$ cat config.mk
export PLATFORM = sky130hd
export DESIGN_NAME = turn_signal_sequencer
export DESIGN_NICKNAME = d
export VERILOG_FILES = /design/src/rtl/turn_signal_sequencer.sv
export SDC_FILE = /design/constraint.sdc
export NUM_CORES = 1
export LEC_CHECK = 0
export BUFFER_PORTS_ARGS = -buffer_cell sky130_fd_sc_hd__buf_4
export CAP_MARGIN = 20
export CELL_PAD_IN_SITES_DETAIL_PLACEMENT = 0
export CELL_PAD_IN_SITES_GLOBAL_PLACEMENT = 1
export CORE_AREA = 3 3 63 65
export CTS_BUF_LIST = sky130_fd_sc_hd__clkbuf_4 sky130_fd_sc_hd__clkbuf_8
export DETAILED_ROUTE_END_ITERATION = 16
export DIE_AREA = 0 0 66 68
export GPL_TIMING_DRIVEN = 0
export PLACE_DENSITY = 0.82
export SYNTH_ARGS = -nofsm -noshare
export SYNTH_HDL_FRONTEND = slang
export SYNTH_SLANG_ARGS = --single-unit
export TNS_END_PERCENT = 20
$ cat constraint.sdc
create_clock -name clock -period 3.8 [get_ports clock]
set_input_delay 1.14 -clock clock [delete_from_list [all_inputs] [get_ports clock]]
set_output_delay 1.14 -clock clock [all_outputs]
set_load 0.005 [all_outputs]
$ cat src/rtl/turn_signal_sequencer.sv
// turn_signal_sequencer
//   Rear-lamp sequencer. It drives LAMPS lamps per side and supports:
//   - a chasing left or right turn pattern,
//   - a hazard flash on both sides,
//   - an optional brake overlay.
//   A built-in prescaler produces the animation tick. A mode/phase state
//   machine advances only on tick. The lamp outputs are registered every clock.
//
// Optional feature:
//   TS_BRAKE_EN - when defined, brake=1 lights every lamp of a non-signalling
//                 side steadily. The hazard pattern overrides brake.
//
// Parameters:
//   LAMPS     lamps per side (1..8)
//   TICK_DIV  clocks per animation tick (>=1)
//
// Ports:
//   clock        system clock
//   reset        asynchronous active-high reset, clears all state
//   left_req     level, left turn requested
//   right_req    level, right turn requested
//   hazard_req   level, hazard requested
//   brake        level, brake pedal (only used with TS_BRAKE_EN)
//   lamps_left   left lamps, bit 0 innermost
//   lamps_right  right lamps, bit 0 innermost
//   mode         00 IDLE, 01 LEFT, 10 RIGHT, 11 HAZARD
//   phase        sweep position
//   tick         one-clock animation strobe
module turn_signal_sequencer #(
  parameter int LAMPS    = 3,
  parameter int TICK_DIV = 2500000
) (
  input  logic                         clock,
  input  logic                         reset,
  input  logic                         left_req,
  input  logic                         right_req,
  input  logic                         hazard_req,
  input  logic                         brake,
  output logic [LAMPS-1:0]             lamps_left,
  output logic [LAMPS-1:0]             lamps_right,
  output logic [1:0]                   mode,
  output logic [$clog2(LAMPS+1)-1:0]   phase,
  output logic                         tick
);

  localparam int PW = $clog2(LAMPS + 1);
  localparam int CW = (TICK_DIV > 1) ? $clog2(TICK_DIV) : 1;

  typedef enum logic [1:0] {
    M_IDLE   = 2'b00,
    M_LEFT   = 2'b01,
    M_RIGHT  = 2'b10,
    M_HAZARD = 2'b11
  } mode_t;

  logic [CW-1:0]    count_p0;
  mode_t            mode_q, mode_d, req_mode;
  logic [PW-1:0]    phase_q, phase_d;
  logic [LAMPS-1:0] left_d, right_d;
  logic [LAMPS-1:0] lamps_left_p1, lamps_right_p1;

  // Thermometer code: bits [p-1:0] are set.
  function automatic logic [LAMPS-1:0] thermo(input logic [PW-1:0] p);
    logic [LAMPS-1:0] t;
    t = '0;
    for (int i = 0; i < LAMPS; i++) begin
      t[i] = (i < int'(p));
    end
    return t;
  endfunction

  // ---- stage p0: tick prescaler ----
  always_ff @(posedge clock or posedge reset) begin
    if (reset) begin
      count_p0 <= '0;
    end else if (count_p0 == CW'(TICK_DIV - 1)) begin
      count_p0 <= '0;
    end else begin
      count_p0 <= count_p0 + 1'b1;
    end
  end

  // When TICK_DIV=1 the count is pinned at 0, so tick stays high.
  assign tick = (count_p0 == CW'(TICK_DIV - 1));

  // Request priority. Both turn requests together behave as a hazard.
  always_comb begin
    req_mode = M_IDLE;
    if (hazard_req || (left_req && right_req)) begin
      req_mode = M_HAZARD;
    end else if (left_req) begin
      req_mode = M_LEFT;
    end else if (right_req) begin
      req_mode = M_RIGHT;
    end
  end

  // ---- mode/phase state machine, advances on tick ----
  always_ff @(posedge clock or posedge reset) begin
    if (reset) begin
      mode_q  <= M_IDLE;
      phase_q <= '0;
    end else begin
      mode_q  <= mode_d;
      phase_q <= phase_d;
    end
  end

  always_comb begin
    mode_d  = mode_q;
    phase_d = phase_q;
    if (tick) begin
      if (mode_q != M_HAZARD && req_mode == M_HAZARD) begin
        // A hazard request preempts a turn sweep at any phase.
        mode_d  = M_HAZARD;
        phase_d = PW'(1);
      end else if (phase_q == '0) begin
        // Phase 0 is the only point where a new mode is accepted.
        mode_d  = req_mode;
        phase_d = (req_mode == M_IDLE) ? '0 : PW'(1);
      end else if ((mode_q == M_LEFT || mode_q == M_RIGHT) && phase_q == PW'(LAMPS)) begin
        phase_d = '0;
      end else if (mode_q == M_HAZARD && phase_q == PW'(1)) begin
        phase_d = '0;
      end else begin
        phase_d = phase_q + 1'b1;
      end
    end
  end

  assign mode  = mode_q;
  assign phase = phase_q;

  // Lamp decode from the current mode, phase and brake.
  always_comb begin
    left_d  = '0;
    right_d = '0;
    case (mode_q)
      M_LEFT:   left_d  = thermo(phase_q);
      M_RIGHT:  right_d = thermo(phase_q);
      M_HAZARD: begin
        if (phase_q == PW'(1)) begin
          left_d  = '1;
          right_d = '1;
        end
      end
      default: ;
    endcase
`ifdef TS_BRAKE_EN
    // Brake lights the non-signalling side(s). Hazard is left untouched.
    if (brake) begin
      case (mode_q)
        M_IDLE: begin
          left_d  = '1;
          right_d = '1;
        end
        M_LEFT:  right_d = '1;
        M_RIGHT: left_d  = '1;
        default: ;
      endcase
    end
`endif
  end

`ifndef TS_BRAKE_EN
  logic brake_unused;
  assign brake_unused = brake;
`endif

  // ---- stage p1: registered lamp outputs, updated every clock ----
  always_ff @(posedge clock or posedge reset) begin
    if (reset) begin
      lamps_left_p1  <= '0;
      lamps_right_p1 <= '0;
    end else begin
      lamps_left_p1  <= left_d;
      lamps_right_p1 <= right_d;
    end
  end

  assign lamps_left  = lamps_left_p1;
  assign lamps_right = lamps_right_p1;

endmodule

---- Word level (Yosys, flattened, before mapping) ----
Cells that the tools add are included.
storage, ports and cells
  flip-flop bits (word level) ............. 32
  latch bits .............................. 0
  memory bits (writable) .................. 0
  memory bits (read-only) ................. 0
  input port bits ......................... 6
  output and inout bits ................... 11
  memories kept ........................... 0
operators by class
  add/sub/neg operators ................... 2
  $mul .................................... 0
  divide/modulo/power cells ............... 0
  $lt $le $gt $ge ......................... 3
  equal/unequal tests ..................... 8
  shifts and indexed selects .............. 0
  multiplexer cells ....................... 14
  bitwise operators ....................... 0
  reduce and logical (&&, ||, !) cells .... 10
operators with widths
  cell                   count
  $add 22x1->22 const B  1
  $eq 22x22->1 const B   1
  $mux 22                1
  $mux 2                 9
  $pmux 3 s2             2
  $eq 2x2->1 const B     4
  $eq 2x1->1 const B     2
  $logic_and 1x1->1      4
  $logic_not 2->1        2
  $lt 1x2->1 const A     2
  $mux 3                 1
  $add 2x1->2 const B    1
  $logic_or 1x1->1       2
  $lt 2x2->1 const A     1
  $ne 2x2->1 const B     1
  $reduce_and 2->1       1
  $reduce_bool 2->1      1
  $mux 1                 1

---- Longest topological paths before layout ----
  depth in word-level cells ............... 7
  mapped depth ............................ 5
  depth with buffers taken out ............ 5

---- Worst setup path after synthesis ----
No wires, ideal clock.
  kind .................................... reg-to-output
  start ................................... register count_p0[11]
  end ..................................... output tick
  arrival ................................. 1.204 ns
  data required time ...................... 2.660 ns
  path slack .............................. 1.456 ns
  stages on the path, launching flop included .. 4
  path buffers ............................ 0
  path through ............................ dfrtp_1 > nor4b_1 > nand3_1 > nor4_1
on the way
  cells in the longest elaborated chain, start to end .. 1
ends and longest elaborated chain
  item                    RTL line  text
  from (decl)             56        logic [CW-1:0] count_p0;
  from (signal assigned)  79        count_p0 <= count_p0 + 1'b1;
  $eq 22x22->1            84        assign tick = (count_p0 == CW'(TICK_DIV - 1));
  to (decl)               43        output logic tick
No other way between the ends.

---- Worst setup path in the final report ----
Ends and elaborated chain as after synthesis.

==> impl_metrics.env <==
export IMPL_fin_skew_ns=0.0116
export IMPL_port_buffer_count=15
export IMPL_wl_per_cell_um=14.2
export IMPL_io_pins=17
export IMPL_cts_inserted_buffers=5
export IMPL_gr_total_overflow=0
export IMPL_period_share_pct=79.9
export IMPL_dp_hpwl_um=2250
export IMPL_synth_area_mm2=0.00155
export IMPL_mostFrequentLayoutCell="dfrtp_1"
export IMPL_placed_area_mm2=0.00173
export IMPL_grt_util_all_layers_pct=15.9
export IMPL_cts_tree="yes"
export IMPL_syn_inst=144
export IMPL_slew_violations=0
export IMPL_post_cts_resize_count=0
export IMPL_min_path_type="reg -> reg"
export IMPL_post_cts_buffers=0
export IMPL_synth_nets=154
export IMPL_drive_above_1_share_pct=17.9
export IMPL_drv_cap=0
export IMPL_syn2layout_area_growth_pct=18.1
export IMPL_yosys_warnings=0
export IMPL_fin_area_mm2=0.00183
export IMPL_die_x_um=66
export IMPL_async_reset_ff_share_pct=100
export IMPL_fillers=324
export IMPL_yosysUniqueCellTypes=37
export IMPL_die_area_mm2=0.00449
export IMPL_rsz0062_at_grt="false"
export IMPL_clock_path_buffers=2
export IMPL_synth_seq_cells=32
export IMPL_clk_pin_slew_ns=0.10
export IMPL_setup_viol=0
export IMPL_rows=21
export IMPL_place_congestion=0.755
export IMPL_tns_ns=0
export IMPL_postRouteAntennaNets=0
export IMPL_cts_root_buffer="clkbuf_4"
export IMPL_h_tree_depth=2
export IMPL_path_cells="nor4b_1 > nand3_1 > nor4_1 > buf_4"
export IMPL_ir_worst_vdd_uv=169
export IMPL_worstPathMaxFanout=5
export IMPL_wirelength_um=3040
export IMPL_yosysSeqAreaShare_pct=51.7
export IMPL_coreArea_mm2=0.00339
export IMPL_max_freq_mhz=329
export IMPL_dp_cells=206
export IMPL_crit_path_start_kind="register"
export IMPL_grt_pass1_vias=1125
export IMPL_num_vias=1145
export IMPL_status="complete, no violations"
export IMPL_slowest_delay_ns=0.46
export IMPL_grt_max_degree=19
export IMPL_syn_avg_cell_area_um2=10.8
export IMPL_p_leak_uw=0.000824
export IMPL_critPathTopFamily="simple AND/OR/NAND/NOR gates"
export IMPL_crit_slowest_cell="nor4b_1"
export IMPL_finalHoldViolCount=0
export IMPL_grt_pass1_wl_um=5270
export IMPL_vias_per_cell=5.35
export IMPL_drc=0
export IMPL_synth_main_ff_cell="dfrtp_1"
export IMPL_layout_nets=177
export IMPL_cp_arrival_ns=1.90
export IMPL_end_kind="output port"
export IMPL_diodes=0
export IMPL_antenna_found_initial=0
export IMPL_cts_sinks=32
export IMPL_final_cells=214
export IMPL_drt_pass1_iter_count=4
export IMPL_initial_core_util_pct=45.7
export IMPL_p_per_area_mw_per_mm2=359
export IMPL_cp_num_buf_inv=1
export IMPL_die_h_um=68
export IMPL_clk_latency_ns=0.33
export IMPL_critPathKind="reg -> out"
export IMPL_drt_initial_drc_count=20
export IMPL_min_period_ns=3.04
export IMPL_critical_path_required_ns=2.66
export IMPL_max_slew_margin_pct=53.4
export IMPL_worst_slew_pin_slew_ns=0.699
export IMPL_synth_edf_count=0
export IMPL_layout_common_cells="dfrtp_1, nor2_1, buf_4"
export IMPL_postCtsHoldBufs=0
-- registers in the layout (all words and copies together) (netlist names) --
name,flops
phase,2
lamps_right,3
mode,2
count_p0,22
lamps_left,3
-- stage by stage --
stage               utilization, %  total power (uW)  setup WS (ns)  hold slack (ns)
floorplan                        -               361           1.46            0.468
global placement              50.7               370           1.12            0.500
detailed placement            51.2               373           1.15            0.501
CTS                           54.0               665          0.751            0.519
global route                  54.0               680          0.640            0.539
finish                        54.0               657          0.765            0.516
-- cells in the mapped netlist, types with 3 or more instances --
cell type / n / area (um^2)
inv_1: 3 / 11.3
ha_1: 4 / 50.1
a21oi_1: 5 / 25.0
xnor2_1: 12 / 105
nand4_1: 6 / 37.5
nor4_1: 3 / 18.8
xor2_1: 5 / 43.8
nor2_1: 15 / 56.3
dfrtp_1: 32 / 801
and2_1: 4 / 25.0
nand2_1: 8 / 30.0
and4_1: 3 / 26.3
nand3_1: 11 / 55.1
-- path summary, 6_finish.rpt --
path | from | to | slack [ns] | depth (start not counted)
min in group asynchronous | reset | lamps_right[1]$_DFF_PP0_ | 0.91 | 2
worst min register to register | count_p0[20]$_DFF_PP0_ | count_p0[20]$_DFF_PP0_ | 0.52 | 1
worst max register to register | count_p0[0]$_DFF_PP0_ | count_p0[20]$_DFF_PP0_ | 1.82 | 5
worst max-delay path | count_p0[11]$_DFF_PP0_ | tick | 0.76 | 4
worst min-delay path | count_p0[20]$_DFF_PP0_ | count_p0[20]$_DFF_PP0_ | 0.52 | 1
max in group asynchronous | reset | count_p0[17]$_DFF_PP0_ | 2.34 | 3
-- kinds of logic (layout without fill, tap and decap cells) --
kind of cell,Yosys count,count (layout),share of synthesized area [%]
flops,32,32,51.7
mux,4,4,2.75
xor+xnor,17,17,9.61
fa+ha+maj,4,4,3.23
buf+inv,6,30,1.53
compound gates,15,15,6.71
simple gates,66,66,24.5
-- cell type report --
type | count | area, um^2 | share of cell area, %
sequential | 32 | 801 | 43.8
multi-input combinational | 106 | 724 | 39.6
timing repair buffer | 16 | 128 | 6.98
clock buffer | 7 | 65.1 | 3.56
tap | 46 | 57.6 | 3.15
clock inverter | 1 | 30.0 | 1.64
buffer | 3 | 12.5 | 0.684
inverter | 3 | 11.3 | 0.616
-- per-layer routing --
| metal | vias to the layer above | share of wire (%) | GRT usage, % |
|---|---|---|---|
| li1 | 559 | - | - |
| met1 | 562 | 47 | 21.2 |
| met3 | 4 | 4.1 | 6.40 |
| met2 | 20 | 47 | 23.7 |
| met5 | - | 0 | 0 |
| met4 | 0 | 1.2 | 5.33 |
-- where the power goes --
group	total (uW)	switching, uW	leakage, uW	internal, uW
registers	343	1.24	0.000425	341
logic	22.5	13.3	0.000347	9.16
clock network	292	117	0.0000515	175
total	657	131	0.000824	525
Power figures use the tool's default switching activity.
